===== src/rtl/button_debounce.sv =====
// Push-button conditioner: two-flop synchroniser, stable-for-N debounce FSM,
// active-low clean level, press/release strobes and a one-shot long-press strobe.
module button_debounce #(
    parameter int DEBOUNCE_CYCLES = 100000,
    parameter int LONG_CYCLES     = 100000000
) (
    input  logic CLK,
    input  logic RST,
    input  logic BUT1,
    output logic BUT_DB,
    output logic PRESS,
    output logic RELEASE,
    output logic LONG
);

    localparam int DW = $clog2(DEBOUNCE_CYCLES + 1);
    localparam int LW = $clog2(LONG_CYCLES + 1);

    localparam logic [DW-1:0] DCNT_LAST = DW'(DEBOUNCE_CYCLES - 1);
    localparam logic [DW-1:0] DCNT_ONE  = DW'(1);
    localparam logic [LW-1:0] LCNT_LAST = LW'(LONG_CYCLES - 1);
    localparam logic [LW-1:0] LCNT_MAX  = LW'(LONG_CYCLES);
    localparam logic [LW-1:0] LCNT_ONE  = LW'(1);

    typedef enum logic [1:0] {
        RELEASED     = 2'd0,
        CONF_PRESS   = 2'd1,
        PRESSED      = 2'd2,
        CONF_RELEASE = 2'd3
    } state_t;

    state_t        state;
    logic          sync1;
    logic          sync2;
    logic [DW-1:0] dcnt;
    logic [LW-1:0] lcnt;

    // Idle level of the pin is 1, so the synchroniser resets to "released".
    always_ff @(posedge CLK or posedge RST) begin
        if (RST) begin
            sync1 <= 1'b1;
            sync2 <= 1'b1;
        end else begin
            sync1 <= BUT1;
            sync2 <= sync1;
        end
    end

    always_ff @(posedge CLK or posedge RST) begin
        if (RST) begin
            state   <= RELEASED;
            dcnt    <= '0;
            lcnt    <= '0;
            BUT_DB  <= 1'b1;
            PRESS   <= 1'b0;
            RELEASE <= 1'b0;
            LONG    <= 1'b0;
        end else begin
            PRESS   <= 1'b0;
            RELEASE <= 1'b0;
            LONG    <= 1'b0;

            // The long timer runs through release bounces and saturates so LONG fires once.
            if (state == PRESSED || state == CONF_RELEASE) begin
                if (lcnt < LCNT_MAX) begin
                    lcnt <= lcnt + LCNT_ONE;
                    LONG <= (lcnt == LCNT_LAST);
                end
            end

            case (state)
                RELEASED: begin
                    if (!sync2) begin
                        state <= CONF_PRESS;
                        dcnt  <= DCNT_ONE;
                    end else begin
                        dcnt <= '0;
                    end
                end
                CONF_PRESS: begin
                    if (sync2) begin
                        state <= RELEASED;
                        dcnt  <= '0;
                    end else if (dcnt == DCNT_LAST) begin
                        state  <= PRESSED;
                        dcnt   <= '0;
                        lcnt   <= '0;
                        BUT_DB <= 1'b0;
                        PRESS  <= 1'b1;
                    end else begin
                        dcnt <= dcnt + DCNT_ONE;
                    end
                end
                PRESSED: begin
                    if (sync2) begin
                        state <= CONF_RELEASE;
                        dcnt  <= DCNT_ONE;
                    end
                end
                CONF_RELEASE: begin
                    if (!sync2) begin
                        state <= PRESSED;
                        dcnt  <= '0;
                    end else if (dcnt == DCNT_LAST) begin
                        state   <= RELEASED;
                        dcnt    <= '0;
                        BUT_DB  <= 1'b1;
                        RELEASE <= 1'b1;
                    end else begin
                        dcnt <= dcnt + DCNT_ONE;
                    end
                end
                default: begin
                    state <= RELEASED;
                    dcnt  <= '0;
                end
            endcase
        end
    end

endmodule


===== config.mk =====
export PLATFORM = sky130hd
export DESIGN_NAME = button_debounce
export DESIGN_NICKNAME = d
export VERILOG_FILES = /design/src/rtl/button_debounce.sv
export SDC_FILE = /design/constraint.sdc
export NUM_CORES = 1
export LEC_CHECK = 0
export CORE_MARGIN = 1.5
export CORE_UTILIZATION = 55
export DETAILED_ROUTE_END_ITERATION = 7
export HOLD_SLACK_MARGIN = 0.15
export PLACE_DENSITY = 0.83
export SETUP_SLACK_MARGIN = 0.02
export SLEW_MARGIN = 30
export SYNTH_ARGS = -nofsm -noshare
export SYNTH_HDL_FRONTEND = slang
export SYNTH_SLANG_ARGS = --single-unit

===== constraint.sdc =====
create_clock -name CLK -period 5.3 [get_ports CLK]
set_clock_uncertainty 0.05 [all_clocks]
set_input_delay 0.795 -clock CLK [delete_from_list [all_inputs] [get_ports CLK]]
set_output_delay 0.795 -clock CLK [all_outputs]
set_load 0.01 [all_outputs]

=== Word-level counts from Yosys, hierarchy flattened ===
Cells that the tools add are included.
Widths: inputs -> output; s select.

* Flip-flop bits (word level): 52
* Latch bits: 0
* Bits in writable memories: 0
* Memory bits (read-only): 0
* Bits of input ports: 3
* Output and inout port bits: 4
* Word-level logic and storage cells: 60
* Memories: 0

* Add/subtract/negate cells: 2
* Multiply operators: 0
* Div/mod/pow operators: 0
* $lt $le $gt $ge: 1
* Eq/ne operators: 13
* Shift operators: 0
* Mux-type cells: 30
* Bitwise logic cells: 0
* Reductions and logical operators: 5

{| class="wikitable"
|+ Operator list
! operator !! number
|-
| $mux 27 || 5
|-
| $mux 17 || 4
|-
| $pmux 17 s4 || 1
|-
| $add 27x1->27 const B || 1
|-
| $eq 27x27->1 const B || 1
|-
| $lt 27x27->1 const B || 1
|-
| $add 17x1->17 const B || 1
|-
| $eq 17x17->1 const B || 1
|-
| $mux 1 || 12
|-
| $mux 2 || 6
|-
| $ne 2x2->1 const B || 5
|-
| $pmux 2 s4 || 1
|-
| $reduce_and 5->1 || 1
|-
| $eq 2x2->1 const B || 2
|-
| $reduce_and 4->1 || 1
|-
| $ne 3x2->1 const B || 1
|-
| $ne 3x3->1 const B || 1
|-
| $eq 2x1->1 const B || 1
|-
| $logic_not 2->1 || 1
|-
| $ne 2x1->1 const B || 1
|-
| $pmux 1 s2 || 1
|-
| $reduce_bool 2->1 || 1
|-
| $logic_or 1x1->1 || 1
|}

=== Logic depth before layout (Yosys ltp) ===
* Depth after elaboration: 6
* Depth in mapped cells: 7
* Gate-level depth less buffers: 6

=== Worst setup path before layout ===
No wires, ideal clock.

* Path kind: register to register
* Start: register dcnt[0]
* End: register dcnt[3]
* Library setup time: 119 ps
* Arrival time: 1706 ps
* Data required time: 5131 ps
* Path slack: 3425 ps
* Cell stages (with the launch flop): 8
* Path buffers: 1
* Clock period less this slack: 1875 ps
* Path through: dfrtp_1 -> ha_1 -> nand3_1 -> nor4_1 -> a21boi_2 -> a211oi_4 -> buf_6 -> nor2_1

* Longest elaborated chain between the ends: 4
* Elaborated cells between the ends (all ways): 6
* Classes of those cells: 1 x add/sub; 1 x eq/ne; 4 x mux

{| class="wikitable"
|+ Ends and longest elaborated chain
! element !! line !! text
|-
| start, declared || 35 || <nowiki>logic [DW-1:0] dcnt;</nowiki>
|-
| start signal, assigned || 91 || <nowiki>dcnt <= dcnt + DCNT_ONE;</nowiki>
|-
| start signal, assigned || 110 || <nowiki>dcnt <= dcnt + DCNT_ONE;</nowiki>
|-
| $add 17x1->17 / $eq 17x17->1 (equally long branches) || -- ||
|-
| $mux 17 * || 84, 104 ||
|-
| $mux 17, on equally long branches || 101, 81 ||
|-
| $pmux 17 s4 * || 71 || <nowiki>case (state)</nowiki>
|}

Every way passes the cells marked *; elsewhere a longest branch is shown, timed or not.
A chain may end at the register's enable or synchronous reset.

=== Final worst setup path ===
* Start: register dcnt[1]
* End: register lcnt[11]

* Longest elaborated chain between the ends: 4

{| class="wikitable"
|+ Ends and longest elaborated chain
! element !! line !! text
|-
| $eq 17x17->1 || 84 || <nowiki>end else if (dcnt == DCNT_LAST) begin</nowiki>
|-
| $mux 27 || 84 ||
|-
| $mux 27 || 81 || <nowiki>if (sync2) begin</nowiki>
|-
| $mux 27 || 71 ||
|-
| end signal, assigned || 66 || <nowiki>lcnt <= lcnt + LCNT_ONE;</nowiki>
|-
| end, declared || 36 || <nowiki>logic [LW-1:0] lcnt;</nowiki>
|}

No other way between the ends.

==> results.sh <==
export IMPL_outcome="finished, final reports clean"
export IMPL_ys_seq_elements=52
export IMPL_core_mm2=0.00485
export IMPL_final_max_slew_viol_count=0
export IMPL_setup_viol=0
export IMPL_p_total_mw=0.632
export IMPL_cts_resized=0
export IMPL_hpwl_um=3690
export IMPL_fmax_ghz=0.429
export IMPL_critPathCaptureType="flip-flop"
export IMPL_avgSynthCellArea_um2=9.43
export IMPL_cellPowerDensity_mw_per_mm2=213
export IMPL_gp_congestion=0.863
export IMPL_numCtsBuffers=5
export IMPL_drv_cap=0
export IMPL_grt_pass1_vias=2066
export IMPL_ctsHoldBuffers=0
export IMPL_synth_most_common_cell="dfrtp_1"
export IMPL_worstMarginPinSlew_ns=0.756
export IMPL_ctsLongestPathBuffers=2
export IMPL_root_buffer="clkbuf_8"
export IMPL_drt_wl_total_um=5380
export IMPL_cts_tree="done"
export IMPL_setup_slack_ns=2.97
export IMPL_vias=2202
export IMPL_vias_per_cell=5.98
export IMPL_grt_pass1_wl_um=9170
export IMPL_synth_top_area_share_pct=43.2
export IMPL_fin_nets=305
export IMPL_slew_headroom_pct=49.6
export IMPL_cts_setup_buffers=0
export IMPL_yosysSeqAreaShare_pct=46.0
export IMPL_n_antenna_cell=0
export IMPL_die_x_um=74.8
export IMPL_async_flop_share_pct=100
export IMPL_timing_setup_tns_ns=0
export IMPL_h_tree_depth=2
export IMPL_rsz0062_at_grt="false"
export IMPL_netlist_area_mm2=0.00284
export IMPL_overflow=0
export IMPL_drtAntennaViolNets=0
export IMPL_antenna_found_initial=0
export IMPL_synth_edf_count=0
export IMPL_num_rows=25
export IMPL_dp_slack_ns=2.98
export IMPL_track_usage_pct=20.8
export IMPL_drt_initial_drc_count=174
export IMPL_synth_flop_cell="dfrtp_1"
export IMPL_cp_required_ns=5.40
export IMPL_synth_warnings=0
export IMPL_hold_viol=0
export IMPL_io_pin_count=7
export IMPL_fillers=392
export IMPL_initial_core_util_pct=58.5
export IMPL_clkSinkCount=52
export IMPL_startpoint="dcnt[1]"
export IMPL_drive_gt1_share_pct=6.31
export IMPL_dr_pass1_iters=4
export IMPL_cellLeakagePower_nw=1.14
export IMPL_syn_nets=306
export IMPL_startpoint_type="flip-flop"
export IMPL_clk_latency_ns=0.30
export IMPL_r2r_start="dcnt[1]"
export IMPL_clkTransAtPathRegs_ns=0.09
export IMPL_fin_crit_ns=2.33
export IMPL_dieHeight_um=74.8
export IMPL_grt_max_degree=53
export IMPL_synth_top_area_cell="dfrtp_1"
export IMPL_syn2layout_area_growth_pct=4.28
export IMPL_synth_common_cells="dfrtp_1, nand2_1, nand3_1"
export IMPL_hold_class="reg2reg"
export IMPL_die_area_mm2=0.00560
export IMPL_vdd_drop_max_v=0.000149
export IMPL_syn_inst=301
export IMPL_timing_final_crit_share_pct=44.0
export IMPL_hp_start="sync1"
export IMPL_path_class="reg2reg"
export IMPL_io_buffers=6
export IMPL_synth_area_leaders="dfrtp_1, nand3_1, nand2_1"
export IMPL_path_max_fanout=20
export IMPL_wl_per_cell_um=14.6
export IMPL_arrival_ns=2.43
export IMPL_ys_types=44
export IMPL_route_detailed_drc=0
==> cells in the final DEF (no fill, tap or decap), types with 7 or more instances in the layout <==
master,instances
a21oi_1,21
xor2_1,7
xnor2_1,10
nand2_1,30
nand3_1,24
dfrtp_1,49
nand4_1,13
nor3_1,9
nor2_1,21
o21ai_0,20
or3_1,15
==> layer usage <==
metal | GRT usage (%) | up-vias | part of all wire [%]
met2 | 35.3 | 37 | 51
met1 | 27.1 | 1057 | 45
li1 | - | 1098 | -
met3 | 3.61 | 10 | 2.5
met5 | 0 | - | 0
met4 | 6.87 | 0 | 1.2
==> worst max-delay path, stage by stage (launching register included) <==
cell     delay, ns
dfrtp_1       0.40
ha_1          0.20
nand3_1       0.19
nor4_1        0.34
and3_1        0.25
and2_1        0.64
a21oi_1       0.11
==> logic make-up after synthesis <==
kind of cell | after synthesis | share of synthesized area (%)
multiplexers | 4 | 1.41
adder cells (fa/ha/maj) | 2 | 0.882
AO/OA/AOI/OAI | 56 | 11.9
AND/OR/NAND/NOR | 152 | 30.3
XOR/XNOR | 17 | 5.25
flip-flops | 52 | 46.0
buffers and inverters | 18 | 4.23
==> final timing paths <==
kind	endpoint	slack, ns	cells past startpoint
max	lcnt[11]	2.97	6
min	sync2	0.31	0
max reg2reg	lcnt[11]	2.97	6
min reg2reg	sync2	0.31	0
max in group asynchronous	dcnt[4]	3.90	2
min in group asynchronous	lcnt[22]	0.87	2
==> power breakdown <==
group | switching [mW] | total (mW) | internal (mW)
combinational | 0.0113 | 0.0156 | 0.00433
sequential | 0.00309 | 0.402 | 0.399
clock | 0.120 | 0.214 | 0.0941
total | 0.134 | 0.632 | 0.498
==> area by class of cell <==
class / count / area, um^2 / area share (%)
tap: 67 / 83.8 / 2.83
timing repair buffer: 6 / 60.1 / 2.03
sequential: 52 / 1310 / 44.1
inverter: 4 / 17.5 / 0.592
multi-input combinational: 231 / 1410 / 47.7
clock buffer: 8 / 80.1 / 2.71
==> sequential cells by signal (all words and copies together), names as in the netlist, named ones only <==
signal and count:
BUT_DB 1, state 1, sync1 1, lcnt 27, PRESS 1, sync2 1
LONG 1, RELEASE 1, dcnt 17
==> per-stage QoR <==
step,cell area [um^2],utilization (%),hold WS (ns),std cells
after floorplan,2840,-,0.295,301
after global placement,2880,59.3,0.296,360
after detailed placement,2880,59.4,0.298,360
after CTS,2960,61.0,0.310,368
after global routing,2960,61.0,0.312,368
final,2960,61.0,0.308,368
(Power assumes the default switching activity.)
==> patch 1, RTL diff (same settings) <==
Add an input register stage for `BUT1`; this delays it by one clock.
--- a/src/rtl/button_debounce.sv
+++ b/src/rtl/button_debounce.sv
@@ -30,4 +30,10 @@
     } state_t;
 
+    logic BUT1_q;
+
+    always_ff @(posedge CLK) begin
+        BUT1_q <= BUT1;
+    end
+
     state_t        state;
     logic          sync1;
@@ -42,5 +48,5 @@
             sync2 <= 1'b1;
         end else begin
-            sync1 <= BUT1;
+            sync1 <= BUT1_q;
             sync2 <= sync1;
         end
Formal check against the unedited RTL: no difference found for any inputs over 10 cycles, from zero or initial values and one cycle with RST high; that may be too few to reach the edited logic, so the function may still have changed.
==> patch 1 against the unedited design <==
- global-route usage up 0.85 points
- final area up 1.1%
- sequential cell count up 1
- area after synthesis up 0.71%
- setup slack worse by 0.059 ns
- total power up 1.9%
- routed wire length down 0.78%
- largest cell class unchanged
==> patch 1: results (changes against the unedited design) <==
** Timing
- The minimum clock period is 2.39 ns (+0.0593 ns).
- WHS :: 0.248 ns (-0.0594 ns)
- The max-slew violation count is 0 (unchanged).

** Floorplanning
- The placeable core area is 0.00504 mm² (+4.0%).

** Route
- The wire length after detailed routing was 5.33 mm (-0.78%).
- Via/cell ratio :: 5.91 (-1.2%)

** Run status
- The flow ran to the end, and the final reports show no timing, DRC or antenna violations.

** Critical path
- The largest individual stage delay along the critical path comes from the cell sky130_fd_sc_hd__nor4_1.
- The largest fanout on the critical path was 13 (-35%).
- Crit path arrival time :: 2.50 ns (+0.07 ns)
- R2R Setup Slk :: 2.91 ns (-0.06 ns)
- The delay of the slowest cell on the worst path came to 0.60 ns (-0.04 ns).

** Placement
- Final HPWL from detailed placement :: 3.70 mm (about the same)
- The placer congestion estimate was 0.866 (+0.37%).
- Placement Setup Slack :: 2.95 ns (-0.0289 ns)
- The post-place instance area came to 0.00291 mm² (+1.0%).

** GRT
- The first-pass GRT wire length is 9.22 mm (+0.52%).
- GR Util All Layers :: 0.217 (+0.00855)
- The via count of the first global-routing pass was 2060 (-0.29%).

** Synthesis
- Post-synthesis async set-or-reset flop share :: 0.981 (-0.0189)
- Synthesized area per cell :: 9.46 µm² (+0.37%)
- Share of synthesized area occupied by flip-flops and latches :: 0.464 (+0.00378)
- The count of cell types in the netlist was 45 (+2.3%).
- The post-synthesis net count was 307 (+0.33%).

** Finish
- The fraction of layout instances using a drive strength above 1 came to 0.0726 (+0.00948).
- The number of nets in the layout came to 307 (+0.66%).

** CTS
- Clock Tree Buf Depth :: 2 (unchanged)

** Pwr
- The leakage power summed over all cells is 0.00115 µW (+1.6%).
- The worst IR drop on VDD came to 0.000142 V (-4.3%).
-- patch 1: changes by cell type after synthesis, sizes merged --
cell	unedited run	this run
dfxtp	0	1
-- patch 1: final timing paths --
path / from / end / cells after the start
hold reg to reg: BUT1_q / sync1 / 0
max in group asynchronous: RST / lcnt[5] / 3
setup / recovery: dcnt[0] / dcnt[13] / 6
min in group asynchronous: RST / lcnt[21] / 3
setup reg to reg: dcnt[0] / dcnt[13] / 6
hold / removal: BUT1_q / sync1 / 0
-- patch 1: metal layers --
metal / up-vias / global-route usage / share of wire
met4: 0 / 0.0828 / 0.0064
li1: 1102 / - / -
met3: 2 / 0.0402 / 0.024
met2: 33 / 0.360 / 0.50
met5: - / 0 / 0
met1: 1068 / 0.282 / 0.47
-- patch 1: kinds of logic (layout without fill, tap and decap cells) --
logic type / count (synthesis) / after routing / share of synthesized area
simple gates: 152 / 152 / 0.301
flops: 53 / 53 / 0.464
compound gates: 56 / 56 / 0.118
buf+inv: 18 / 19 / 0.0420
fa+ha+maj: 2 / 2 / 0.00876
mux: 4 / 4 / 0.0140
xor+xnor: 17 / 17 / 0.0521
-- patch 1: cell type report --
| class | instances | area, µm² |
|---|---|---|
| inverters | 4 | 15.0 |
| fillers | 429 | 2050 |
| clock inverters | 2 | 10.0 |
| multi-input cells | 231 | 1410 |
| clock buffers | 6 | 72.6 |
| repair buffers | 7 | 67.6 |
| well taps | 70 | 87.6 |
| flip-flops and latches | 53 | 1330 |
-- patch 1: critical path: cells and delay by family (launching register included) --
kind                     cells  cell delay (ns)
AO/OA/AOI/OAI                2             0.65
AND/OR/NAND/NOR              3             0.93
flip-flops                   1             0.40
adder cells (fa/ha/maj)      1             0.21
-- patch 1: power by group --
part | switching (µW) | internal [µW]
combinational | 11.2 | 4.70
sequential | 3.32 | 407
clock | 125 | 91.8
==> patch 2, RTL diff (same flow settings) <==
Made on the original files. Set the parameter `LONG_CYCLES` to 400000000 (it was 100000000).
--- a/src/rtl/button_debounce.sv
+++ b/src/rtl/button_debounce.sv
@@ -3,5 +3,5 @@
 module button_debounce #(
     parameter int DEBOUNCE_CYCLES = 100000,
-    parameter int LONG_CYCLES     = 100000000
+    parameter int LONG_CYCLES     = 400000000
 ) (
     input  logic CLK,
Formal check against the unedited RTL: same outputs for any inputs over 10 cycles, from zero or initial values and one cycle with RST high; that may be too few to reach the edited logic, so the function may still have changed.
==> patch 2 against the unedited design <==
- total power is 13% higher
- global-route usage is 1.0 points higher
- final area is 6.3% higher
- routed wire length is 14% higher
- sequential share of layout area is 1.0 points lower
- setup slack worse by 0.37 ns
- critical path depth is 1 lower
- area after synthesis is 3.7% higher
- first-iteration DRC count is 2.3% higher
- non-clock buffer count is 1 higher
- sequential power is 4% higher
- sequential cell count is 2 higher
- critical path type unchanged
- largest power group unchanged
==> patch 2: results (changes against the unedited design) <==
** Synthesis
- Compound-Gate Fraction of Synth Area :: 0.177 (+0.0577)
- The commonest cells after synthesis are 51 x sky130_fd_sc_hd__dfrtp_1, 26 x sky130_fd_sc_hd__nand2_1, 23 x sky130_fd_sc_hd__nor2_1.
- The adder and majority cell fraction of the synthesized area came to 0.00850 (-0.000319).
- The synthesized area divided by synthesized cell count came to 9.32 µm² (-1.2%).
- The proportion of synthesized area in mux cells was 0.0208 (+0.00672).
- After synthesis, the cell types taking the most area are sky130_fd_sc_hd__dfrtp_1 43%, sky130_fd_sc_hd__nand3_1 3.7%, sky130_fd_sc_hd__o21ai_0 3.4%.

** Finish
- The proportion of cell area occupied by multi-input gates came to 0.472 (-0.00543).
- Relative to the synthesized area, the layout overhead comes to 6.80%.
- The relative area of non-clock buffer cells in the final design was 0.0215 (+0.00119).
- The layout buffer count excluding clock buffers came to 7 (+1).
- Fraction of area in registers :: 0.431 (-0.0101)
- Logic inverters :: 10 (+6)
- Top Registers :: lcnt (29), dcnt (17)
- The filler cell count was 452 (+15%).
- The fraction of layout instances using a drive strength above 1 came to 0.0886 (+0.0255).
- Multi-input gates :: 237 (+2.6%)

** Route
- Via count :: 2447 (+11%)
- 1st-iter DRT viols :: 178 (+2.3%)
- The average routed wire per standard cell was 15.9 µm (+8.6%).
- Drt total wl :: 6.13 mm (+14%)
- Metal3 WL :: 282 µm (+110%)
- 1st-pass router iterations :: 5 (+1)
- Metal-1 WL :: 3.10 mm (+27%)
- Detail Route met2 WL :: 2.70 mm (-1.1%)

** Timing
- WHS :: 0.313 ns (+0.00527 ns)
- The actual slew at the worst max-slew pin came to 0.905 ns (+0.149 ns).
- Final worst-path cycle share :: 0.509 (+0.0698)

** Critical path
- The largest fanout on the critical path is 15 (-25%).
- CP max-delay cell :: sky130_fd_sc_hd__or4b_2
- Worst Reg2Reg Path Length in Cells :: 5 (-1)
- R2R Setup Slk :: 2.60 ns (-0.37 ns)
- Biggest cell delay along the critical path :: 0.75 ns (+0.11 ns)
- Worst setup path start :: dcnt[12]

** Pwr
- Proportion of power drawn by combinational gates :: 0.029 (+0.004)
- The power consumption is 715 µW (+13%).
- The net switching power of the design came to 153 µW (+14%).
- Share of power burned in registers :: 0.583 (-0.054)

** GRT
- GR Util All Layers :: 0.218 (+0.0101)
- Global routing met2 resource utilization :: 0.320 (-0.0332)
- Met1 Usage GRT :: 0.331 (+0.0603)
- Met3 Resource Use GR :: 0.0455 (+0.00936)
- Largest net degree at the start of global routing :: 55 (+3.8%)
- Global-route wire length before repair :: 10.3 mm (+12%)

** Run status
- The flow ran to the end, and the final reports show no timing, DRC or antenna violations.

** Placement
- Placed insts :: 378 (+5.0%)
- The post-place instance area is 0.00303 mm² (+5.3%).
==> patch 2: changes by cell type in the layout (fill, tap and decap cells not counted), moves of 4 or more <==
cell,delta
sky130_fd_sc_hd__inv_1,+6
sky130_fd_sc_hd__or2_2,+5
sky130_fd_sc_hd__or4_1,+5
sky130_fd_sc_hd__and2_1,-5
sky130_fd_sc_hd__nor3_1,-5
sky130_fd_sc_hd__nand2_1,-4
sky130_fd_sc_hd__o211ai_1,+4
sky130_fd_sc_hd__or3_1,-6
sky130_fd_sc_hd__xor2_1,-6
==> patch 2: worst reg2reg max path, stage by stage, from the launching register on <==
cell	delay, ns
sky130_fd_sc_hd__dfrtp_1	0.43
sky130_fd_sc_hd__or4b_2	0.75
sky130_fd_sc_hd__nor4_2	0.42
sky130_fd_sc_hd__nand3b_1	0.22
sky130_fd_sc_hd__nor2_2	0.56
sky130_fd_sc_hd__nor2_1	0.14
